===== src/rtl/btn_event_decoder_pkg.sv =====
// Shared definitions for btn_event_decoder: FSM state encodings and cycle constants
// for the 50 MHz board and for reduced-length simulation.
package btn_event_decoder_pkg;

    typedef enum logic [1:0] {
        ST_IDLE  = 2'b00,
        ST_PRESS = 2'b01,
        ST_LONG  = 2'b10
    } btn_state_e;

    localparam int unsigned BOARD_CW         = 26;
    localparam int unsigned BOARD_LONG_CYC   = 50_000_000;
    localparam int unsigned BOARD_REPEAT_CYC = 10_000_000;
    localparam int unsigned BOARD_PCW        = 8;

    localparam int unsigned SIM_CW           = 8;
    localparam int unsigned SIM_LONG_CYC     = 8;
    localparam int unsigned SIM_REPEAT_CYC   = 4;

endpackage


===== src/rtl/btn_event_decoder_if.sv =====
// Event/level bundle between the button decoder (slave) and its consumer (master).
interface btn_event_decoder_if #(
    parameter int unsigned PCW = 8
);
    logic           iDB;
    logic           oSHORT;
    logic           oLONG;
    logic           oREPEAT;
    logic           oHELD;
    logic [PCW-1:0] oPRESS_CNT;

    modport master (
        output iDB,
        input  oSHORT, oLONG, oREPEAT, oHELD, oPRESS_CNT
    );

    modport slave (
        input  iDB,
        output oSHORT, oLONG, oREPEAT, oHELD, oPRESS_CNT
    );
endinterface


===== src/rtl/btn_event_decoder_hold_timer.sv =====
// Hold-time up-counter with synchronous clear and terminal-count compare,
// shared between the long-press and auto-repeat thresholds.
module btn_event_decoder_hold_timer #(
    parameter int unsigned CW = 26
) (
    input  logic          clk,
    input  logic          rst_n,
    input  logic          clr,
    input  logic          inc,
    input  logic [CW-1:0] term,
    output logic          at_term
);
    logic [CW-1:0] cnt_d;
    logic [CW-1:0] cnt_q;

    always_comb begin
        cnt_d = cnt_q;
        if (clr) begin
            cnt_d = '0;
        end else if (inc) begin
            cnt_d = cnt_q + 1'b1;
        end
    end

    always_ff @(posedge clk) begin
        if (!rst_n) begin
            cnt_q <= '0;
        end else begin
            cnt_q <= cnt_d;
        end
    end

    assign at_term = (cnt_q == term);

endmodule


===== src/rtl/btn_event_decoder.sv =====
// Classifies debounced presses as short/long, emits one-cycle event pulses and a
// wrapping press counter. Auto-repeat in long hold is built only with BTN_AUTOREPEAT_EN.
module btn_event_decoder
    import btn_event_decoder_pkg::*;
#(
    parameter int unsigned CW         = BOARD_CW,
    parameter int unsigned LONG_CYC   = BOARD_LONG_CYC,
    parameter int unsigned REPEAT_CYC = BOARD_REPEAT_CYC,
    parameter int unsigned PCW        = BOARD_PCW
) (
    input  logic               iCLK,
    input  logic               iRESET_N,
    btn_event_decoder_if.slave bus
);
    btn_state_e     state_d, state_q;
    logic           short_d, short_q;
    logic           long_d, long_q;
    logic           repeat_d, repeat_q;
    logic           held_d, held_q;
    logic [PCW-1:0] press_cnt_d, press_cnt_q;

    logic           tmr_clr;
    logic           tmr_inc;
    logic           tmr_at_term;
    logic [CW-1:0]  tmr_term;

    // One comparator serves both thresholds; the limit follows the current state.
    assign tmr_term = (state_q == ST_LONG) ? CW'(REPEAT_CYC - 1) : CW'(LONG_CYC - 1);

    btn_event_decoder_hold_timer #(
        .CW (CW)
    ) u_hold_timer (
        .clk     (iCLK),
        .rst_n   (iRESET_N),
        .clr     (tmr_clr),
        .inc     (tmr_inc),
        .term    (tmr_term),
        .at_term (tmr_at_term)
    );

    always_comb begin
        state_d     = state_q;
        short_d     = 1'b0;
        long_d      = 1'b0;
        repeat_d    = 1'b0;
        press_cnt_d = press_cnt_q;
        tmr_clr     = 1'b0;
        tmr_inc     = 1'b0;

        case (state_q)
            ST_IDLE: begin
                tmr_clr = 1'b1;
                if (bus.iDB) begin
                    state_d     = ST_PRESS;
                    press_cnt_d = press_cnt_q + 1'b1;
                end
            end
            ST_PRESS: begin
                if (!bus.iDB) begin
                    state_d = ST_IDLE;
                    short_d = 1'b1;
                    tmr_clr = 1'b1;
                end else if (tmr_at_term) begin
                    state_d = ST_LONG;
                    long_d  = 1'b1;
                    tmr_clr = 1'b1;
                end else begin
                    tmr_inc = 1'b1;
                end
            end
            ST_LONG: begin
                if (!bus.iDB) begin
                    state_d = ST_IDLE;
                    tmr_clr = 1'b1;
                end else begin
`ifdef BTN_AUTOREPEAT_EN
                    if (tmr_at_term) begin
                        repeat_d = 1'b1;
                        tmr_clr  = 1'b1;
                    end else begin
                        tmr_inc = 1'b1;
                    end
`else
                    tmr_clr = 1'b1;
`endif
                end
            end
            default: begin
                state_d = ST_IDLE;
                tmr_clr = 1'b1;
            end
        endcase

        held_d = (state_d == ST_PRESS) || (state_d == ST_LONG);
    end

    always_ff @(posedge iCLK) begin
        if (!iRESET_N) begin
            state_q     <= ST_IDLE;
            short_q     <= 1'b0;
            long_q      <= 1'b0;
            repeat_q    <= 1'b0;
            held_q      <= 1'b0;
            press_cnt_q <= '0;
        end else begin
            state_q     <= state_d;
            short_q     <= short_d;
            long_q      <= long_d;
            repeat_q    <= repeat_d;
            held_q      <= held_d;
            press_cnt_q <= press_cnt_d;
        end
    end

    assign bus.oSHORT     = short_q;
    assign bus.oLONG      = long_q;
    assign bus.oREPEAT    = repeat_q;
    assign bus.oHELD      = held_q;
    assign bus.oPRESS_CNT = press_cnt_q;

endmodule


===== src/flat_wrapper.sv =====
// flat-port wrapper written by rule: the top's interface ports become plain ports
module btn_event_decoder_flat import btn_event_decoder_pkg::*;
#(
    parameter int unsigned CW         = BOARD_CW,
    parameter int unsigned LONG_CYC   = BOARD_LONG_CYC,
    parameter int unsigned REPEAT_CYC = BOARD_REPEAT_CYC,
    parameter int unsigned PCW        = BOARD_PCW
)
  (iCLK, iRESET_N, bus_iDB, bus_oSHORT, bus_oLONG, bus_oREPEAT, bus_oHELD, bus_oPRESS_CNT);
  btn_event_decoder_if #(.PCW(PCW)) bus_i ();
  input  logic iCLK;
  input  logic iRESET_N;
  input wire logic [$bits(bus_i.iDB)-1:0] bus_iDB;
  output wire logic [$bits(bus_i.oSHORT)-1:0] bus_oSHORT;
  output wire logic [$bits(bus_i.oLONG)-1:0] bus_oLONG;
  output wire logic [$bits(bus_i.oREPEAT)-1:0] bus_oREPEAT;
  output wire logic [$bits(bus_i.oHELD)-1:0] bus_oHELD;
  output wire logic [$bits(bus_i.oPRESS_CNT)-1:0] bus_oPRESS_CNT;
  assign bus_i.iDB = bus_iDB;
  assign bus_oSHORT = bus_i.oSHORT;
  assign bus_oLONG = bus_i.oLONG;
  assign bus_oREPEAT = bus_i.oREPEAT;
  assign bus_oHELD = bus_i.oHELD;
  assign bus_oPRESS_CNT = bus_i.oPRESS_CNT;
  btn_event_decoder #(.CW(CW), .LONG_CYC(LONG_CYC), .REPEAT_CYC(REPEAT_CYC), .PCW(PCW)) u_core (.iCLK(iCLK), .iRESET_N(iRESET_N), .bus(bus_i));
endmodule

===== config.mk =====
export PLATFORM = sky130hd
export DESIGN_NAME = btn_event_decoder_flat
export DESIGN_NICKNAME = d
export VERILOG_FILES = /design/src/rtl/btn_event_decoder_pkg.sv /design/src/rtl/btn_event_decoder_if.sv /design/src/rtl/btn_event_decoder_hold_timer.sv /design/src/rtl/btn_event_decoder.sv /design/src/flat_wrapper.sv
export SDC_FILE = /design/constraint.sdc
export NUM_CORES = 1
export LEC_CHECK = 0
export CORE_MARGIN = 10
export CORE_UTILIZATION = 30
export CTS_BUF_LIST = sky130_fd_sc_hd__clkbuf_2 sky130_fd_sc_hd__clkbuf_4 sky130_fd_sc_hd__clkbuf_8
export CTS_CLUSTER_DIAMETER = 80
export DETAILED_ROUTE_END_ITERATION = 7
export GPL_ROUTABILITY_DRIVEN = 0
export SYNTH_ARGS = -nofsm -noshare
export SYNTH_HDL_FRONTEND = slang
export SYNTH_SLANG_ARGS = --single-unit

===== constraint.sdc =====
create_clock -name iCLK -period 6 [get_ports iCLK]
set_clock_uncertainty 0.05 [all_clocks]
set_input_delay 0.9 -clock iCLK [delete_from_list [all_inputs] [get_ports iCLK]]
set_output_delay 0.9 -clock iCLK [all_outputs]
set_load 0.02 [all_outputs]

======== Word level (Yosys, flattened, before mapping) ========
Index checks and enable logic that the tools add are counted.
storage, ports and cells
  register bits after elaboration ......... 39
  logic and storage cells ................. 33
  input port bits ......................... 3
  output and inout port bits .............. 12
operators by class
  bitwise logic cells ..................... 1
  mux-type cells .......................... 13
  reductions and logical operators ........ 6
  equal/unequal tests ..................... 5
  add/sub/neg operators ................... 2
operator list
  cell                                                              count
  26-bit by 1-bit adder with 26-bit output (second input constant)  1
  26-bit == test                                                    1
  26-bit two-way mux                                                1
  8-bit by 1-bit adder with 8-bit output (second input constant)    1
  2-bit two-way mux                                                 4
  1-bit two-way mux                                                 7
  2-bit one-hot mux with 3 select lines                             1
  2-bit by 1-bit == test with 1-bit output (second input constant)  2
  2-bit == test (second input constant)                             2
  2-bit AND reduction                                               2
  3-bit AND reduction                                               1
  2-bit logical NOT                                                 1
  2-bit OR reduction                                                1
  1-bit logical OR                                                  1
  1-bit NOT                                                         1

======== Logic depth before layout (Yosys ltp) ========
  word-level depth ........................ 8
  depth in mapped cells ................... 6
  mapped depth without buffers ............ 5

======== Hierarchy ========
Synthesis repeated with hierarchy kept, for this count alone.
unflattened totals
  cell total of the unflattened synthesis .. 235
  area total of the unflattened synthesis .. 2,063.2 um2
modules (own cells, without submodules)
  module                        cells an instance  seq. area each (um2)  area each (um2)  times used
  btn_event_decoder_hold_timer  176                520.5                 1,529.0          1
  btn_event_decoder             59                 260.2                 534.3            1

======== Worst setup path after synthesis ========
Ideal clock, no wire load.
  path type ............................... input port to flip-flop
  start point ............................. input bus_iDB
  end point ............................... register u_core.press_cnt_q[7] (netlist: u_core.bus.oPRESS_CNT[7])
  cell stages on the path ................. 4
  data required time ...................... 5.835 ns
  path buffers ............................ 0
  library setup time ...................... 0.115 ns
  data arrival time ....................... 2.007 ns
  setup slack ............................. 3.828 ns
  path through ............................ nor3b_1 nand4_1 xnor2_1 and2_1
on the way
  longest elaborated chain between the ends .. 1
ends and longest elaborated chain
  element                        line                      text
  from (decl)                    flat_wrapper.sv:13        input wire logic [$bits(bus_i.iDB)-1:0] bus_iDB;
  2-bit AND reduction (no line)  -
  to (signal assigned)           btn_event_decoder.sv:111  press_cnt_q <= press_cnt_d;
  to (decl)                      btn_event_decoder.sv:20   logic [PCW-1:0] press_cnt_d, press_cnt_q;
No other way between the ends.
A chain may end at the register's enable or synchronous reset.

======== Worst setup path in the final report ========
Ends and elaborated chain as after synthesis.

==> results.md <==
Outcome:
- The flow ran to the end, and the final reports show no timing, DRC or antenna violations.

Timing:
- In the final timing run, aggregate negative setup slack is 0 ps.
- The final-report max-slew violation count is 0.
- Setup repair after global routing left no endpoint under its margin.
- The portion of the clock cycle consumed by the worst path in the final layout is 43.9%.
- The max-slew headroom at the worst pin is about 34%.
- The final setup violation count is 0.
- Timing would allow up to 0.380 GHz.
- The post-route minimum period is 2630 ps.
- The count of final hold-check violations was 0.
- At the pin with the least slew margin, the transition time is 984 ps.

Power and ir drop:
- Per report_power, the clock group accounts for between 30% and 40% of the total.
- The worst vdd rail ir drop is 96.6 uV.
- The sequential share of power is 58.2%.
- The power spent charging and discharging nets is 0.000106 W.
- The static leakage power is 0.629 nW.
- The power per cell area is 215 mW/mm^2.
- In this run, the combinational gates consume 3.7% of the power.
- Power comes to approximately 0.00045 W.
- Net switching is about a quarter of the power.
- The cell-internal power is roughly 0.00035 W.

Floorplanning:
- The total I/O pin count is 15.
- The area of the core is 0.00592 sq mm.
- The floorplan step defined a die boundary enclosing 0.00959 sq mm.
- From bottom edge to top edge, the die measures 98.0 um.
- The initial standard-cell utilization of the core is a little under a third.
- The number of placement rows is 28.
- From left edge to right edge, the die measures 98.0 um.

Synthesis:
- The count of flip-flops with a built-in enable after synthesis is 0.
- By area, the combinational part of the netlist is dominated by simple AND/OR/NAND/NOR gates.
- Sorting the synthesized cells by area gives the leading types as sky130_fd_sc_hd__dfxtp_1, sky130_fd_sc_hd__a211oi_1, sky130_fd_sc_hd__xnor2_1, sky130_fd_sc_hd__nor3_1, sky130_fd_sc_hd__nand4_1.
- The share of the synthesized area in compound gates (AO/OA/AOI/OAI) is 11.3%.
- The dominant cell type by area after synthesis is sky130_fd_sc_hd__dfxtp_1.
- The post-synthesis mux area share is less than 1%.
- After synthesis the cells add up to 0.00182 sq mm.
- For this run, asynchronously set or reset flops after synthesis account for 0%.
- Sequential cells were found to cover 42.8% of the synthesized design area.
- In the synthesized netlist the dominant register cell turns out to be sky130_fd_sc_hd__dfxtp_1.
- The post-synthesis adder-cell area fraction is 1.37%.
- The commonest cells after synthesis are sky130_fd_sc_hd__dfxtp_1, sky130_fd_sc_hd__nor3_1, sky130_fd_sc_hd__a211oi_1.
- The number of storage elements in the synthesis netlist is 39.
- The portion of synthesized cell area occupied by the leading cell type is 42.8%.
- During synthesis, Yosys emitted a total of 0 warnings.
- The most repeated cell in the gate-level netlist after synthesis is sky130_fd_sc_hd__dfxtp_1.
- The synthesized net count is 202.
- The netlist uses 35 different library cells.
- The post-synthesis average cell area is 9.25 sq um.
- After Yosys synthesis, XOR and XNOR cells account for 8.65% of the synthesized area.
- After technology mapping, the gate count stands at between 150 and 200.
- Summing the areas of all and, or, nand and nor instances in the mapped netlist gives 32.2% of the synthesized area.

Clock network:
- TritonCTS created 5 clock buffers.
- The maximum clock path buffer count is 2.
- The post-CTS repair timing setup buffer count is 0.
- For the worst-skew pair, the clock arrives at the later sink with an insertion delay of 290 ps.
- The master cell of the clock root buffer is sky130_fd_sc_hd__clkbuf_8.
- After clock tree synthesis, the clock-pin slew on the worst setup and hold paths is 80 ps.
- The CTS tree is yes.
- The hold buffer count at cts is 0.
- Once the clock tree was built, the resizer swapped 0 gates to a different size.
- The H-tree generated during clock tree synthesis spans 2 levels.
- The tree built by TritonCTS fans out to 39 sinks.

Cells and area:
- The growth of design area from synthesis to finish is 15.6%.
- The share of layout cells above drive strength 1 is 6.60%.
- In the final design database the tool counted 216 nets.
- The number of inserted diodes is 0.

Route:
- The average wire length per cell after detail routing is 13.1 um.
- After detailed routing, the number of remaining DRC violations is 0.
- Detailed routing inserted a total of 1,493 vias.
- The detail route stage leaves a number of antenna-violating nets equal to 0.
- The final layout contains routed wiring with a total length of approximately 3.7 mm.
- The DRC violation total after the first TritonRoute iteration is 100.
- The detail-routed via count per cell is 5.20.
- The first-pass detailed-route iteration total is 4.

Placed design:
- The number of buffers added on ports is 13.
- The half-perimeter wire length after placement is 2.55 mm.

Global routing:
- The wire length of the first global-routing pass is around 6.6 mm.
- The number of antenna violations at the first check in global routing came to 0.
- The pin count of the biggest net entering global routing is 29.
- The number of global-route vias before repair is about 1,400.
- Global routing used approximately 8% of the available tracks across all layers.
- The total overflow left after global routing is 0.

Critical path:
- Among cell families on the critical path, the largest total delay comes from simple AND/OR/NAND/NOR gates.
- The signal arrival time at the worst endpoint is 2780 ps.
- Along the worst path, the maximum fanout reaches 8.
- The master of the slowest instance on the critical path is sky130_fd_sc_hd__nor3b_1.
- STA classifies the critical path endpoint as a register.
- The setup path with the least slack is of type input port to register.
- In this design, the stage delay of the slowest critical-path cell is 820 ps.
- Walking the worst path, the cells encountered are clkdlybuf4s50_1, nor3b_1, nand4_1, xnor2_1, and2_1.
- The required time of the worst setup path is 6150 ps.
- The number of buffers and inverters on the critical path is 1.
- The worst setup path is launched from an input port.

Hold path:
- The min-delay analysis places its worst path in the category register to register.

Job:
- The tool flagged a number of max-cap violations equal to 0.
-- placed cells by master (no fill, tap or decap), types with 3 or more instances in the layout --
cell                              netlist  layout
sky130_fd_sc_hd__dfxtp_1               39      39
sky130_fd_sc_hd__nor3_1                16      16
sky130_fd_sc_hd__a211oi_1              14      14
sky130_fd_sc_hd__clkdlybuf4s50_1        0      13
sky130_fd_sc_hd__xnor2_1               12      12
sky130_fd_sc_hd__nand3_1               11      11
sky130_fd_sc_hd__nand2_1               10      10
sky130_fd_sc_hd__nand4_1                9       9
sky130_fd_sc_hd__o21ai_0                9       9
sky130_fd_sc_hd__or3_1                  9       9
sky130_fd_sc_hd__and2_1                 8       8
sky130_fd_sc_hd__or4_1                  6       6
sky130_fd_sc_hd__xor2_1                 6       6
sky130_fd_sc_hd__o31ai_1                5       5
sky130_fd_sc_hd__clkbuf_8               0       5
sky130_fd_sc_hd__inv_1                  4       4
sky130_fd_sc_hd__and3_1                 4       4
sky130_fd_sc_hd__and4_1                 3       3
sky130_fd_sc_hd__and4b_1                3       3
sky130_fd_sc_hd__nor4bb_1               3       3
sky130_fd_sc_hd__clkinv_2               0       3
-- cell type report --
type / instances / area (sq um)
clock inverter: 3 / 15.0
clock buffer: 5 / 68.8
multi-input combinational: 146 / 988
timing repair buffer: 15 / 145
tap: 75 / 93.8
fill: 635 / 3810
sequential: 39 / 781
inverter: 4 / 15.0
-- flip-flops by register name (all words and copies together) (netlist names) --
| name | count |
|---|---|
| u_core.u_hold_timer.cnt_q | 26 |
| u_core.bus.oPRESS_CNT | 8 |
| u_core.state_q | 2 |
| u_core.bus.oHELD | 1 |
| u_core.bus.oLONG | 1 |
| u_core.bus.oSHORT | 1 |
-- per-stage QoR --
stage	std cells	utilization, %	area, sq um	hold WS (ps)	worst slack [ps]
after floorplan	197	-	1820	411	3830
after global placement	279	34.2	2020	436	3100
after detailed placement	279	34.2	2020	445	3080
after CTS	287	35.6	2110	459	3380
after global routing	287	35.6	2110	485	3210
final	287	35.6	2110	461	3370
-- logic make-up (layout without fill, tap and decap cells) --
logic type      Yosys count  after routing
simple gates             94             94
flops                    39             39
compound gates           30             30
xor+xnor                 18             18
buf+inv                  12             27
fa+ha+maj                 2              2
other cells               1              1
mux                       1              1
-- worst min-delay path, cell delays in order (launching register included) --
cell	delay (ps)
sky130_fd_sc_hd__dfxtp_1	340
sky130_fd_sc_hd__o31ai_1	70
sky130_fd_sc_hd__a211oi_1	60
-- path summary, 6_finish.rpt --
kind         slack [ps]                             to                     startpoint  cells after the start
max                3370       u_core.bus.oPRESS_CNT[7]                        bus_iDB                      5
min                 460  u_core.u_hold_timer.cnt_q[25]  u_core.u_hold_timer.cnt_q[25]                      2
max reg2reg        3730  u_core.u_hold_timer.cnt_q[20]   u_core.u_hold_timer.cnt_q[0]                      5
min reg2reg         460  u_core.u_hold_timer.cnt_q[25]  u_core.u_hold_timer.cnt_q[25]                      2
-- power groups by stage --
stage / Combinational (W) / Clock, W / Sequential [W]
4_1_cts: 0.0000170 / 0.000177 / 0.000264
2_1_floorplan: 0.00000789 / 0 / 0.000272
6_report: 0.0000168 / 0.000173 / 0.000264
3_5_place_dp: 0.0000169 / 0 / 0.000270
5_1_grt: 0.0000185 / 0.000190 / 0.000265
3_3_place_gp: 0.0000166 / 0 / 0.000270
-- metal layers --
| layer | global-route usage [%] | routed length [um] | up-vias |
|---|---|---|---|
| met5 | 0 | 0 | - |
| met2 | 12.2 | 1640 | 21 |
| met4 | 4.03 | 85 | 0 |
| li1 | - | - | 767 |
| met3 | 2.61 | 140 | 9 |
| met1 | 10.1 | 1880 | 696 |
Note: power is estimated with default switching activity, not from simulation.
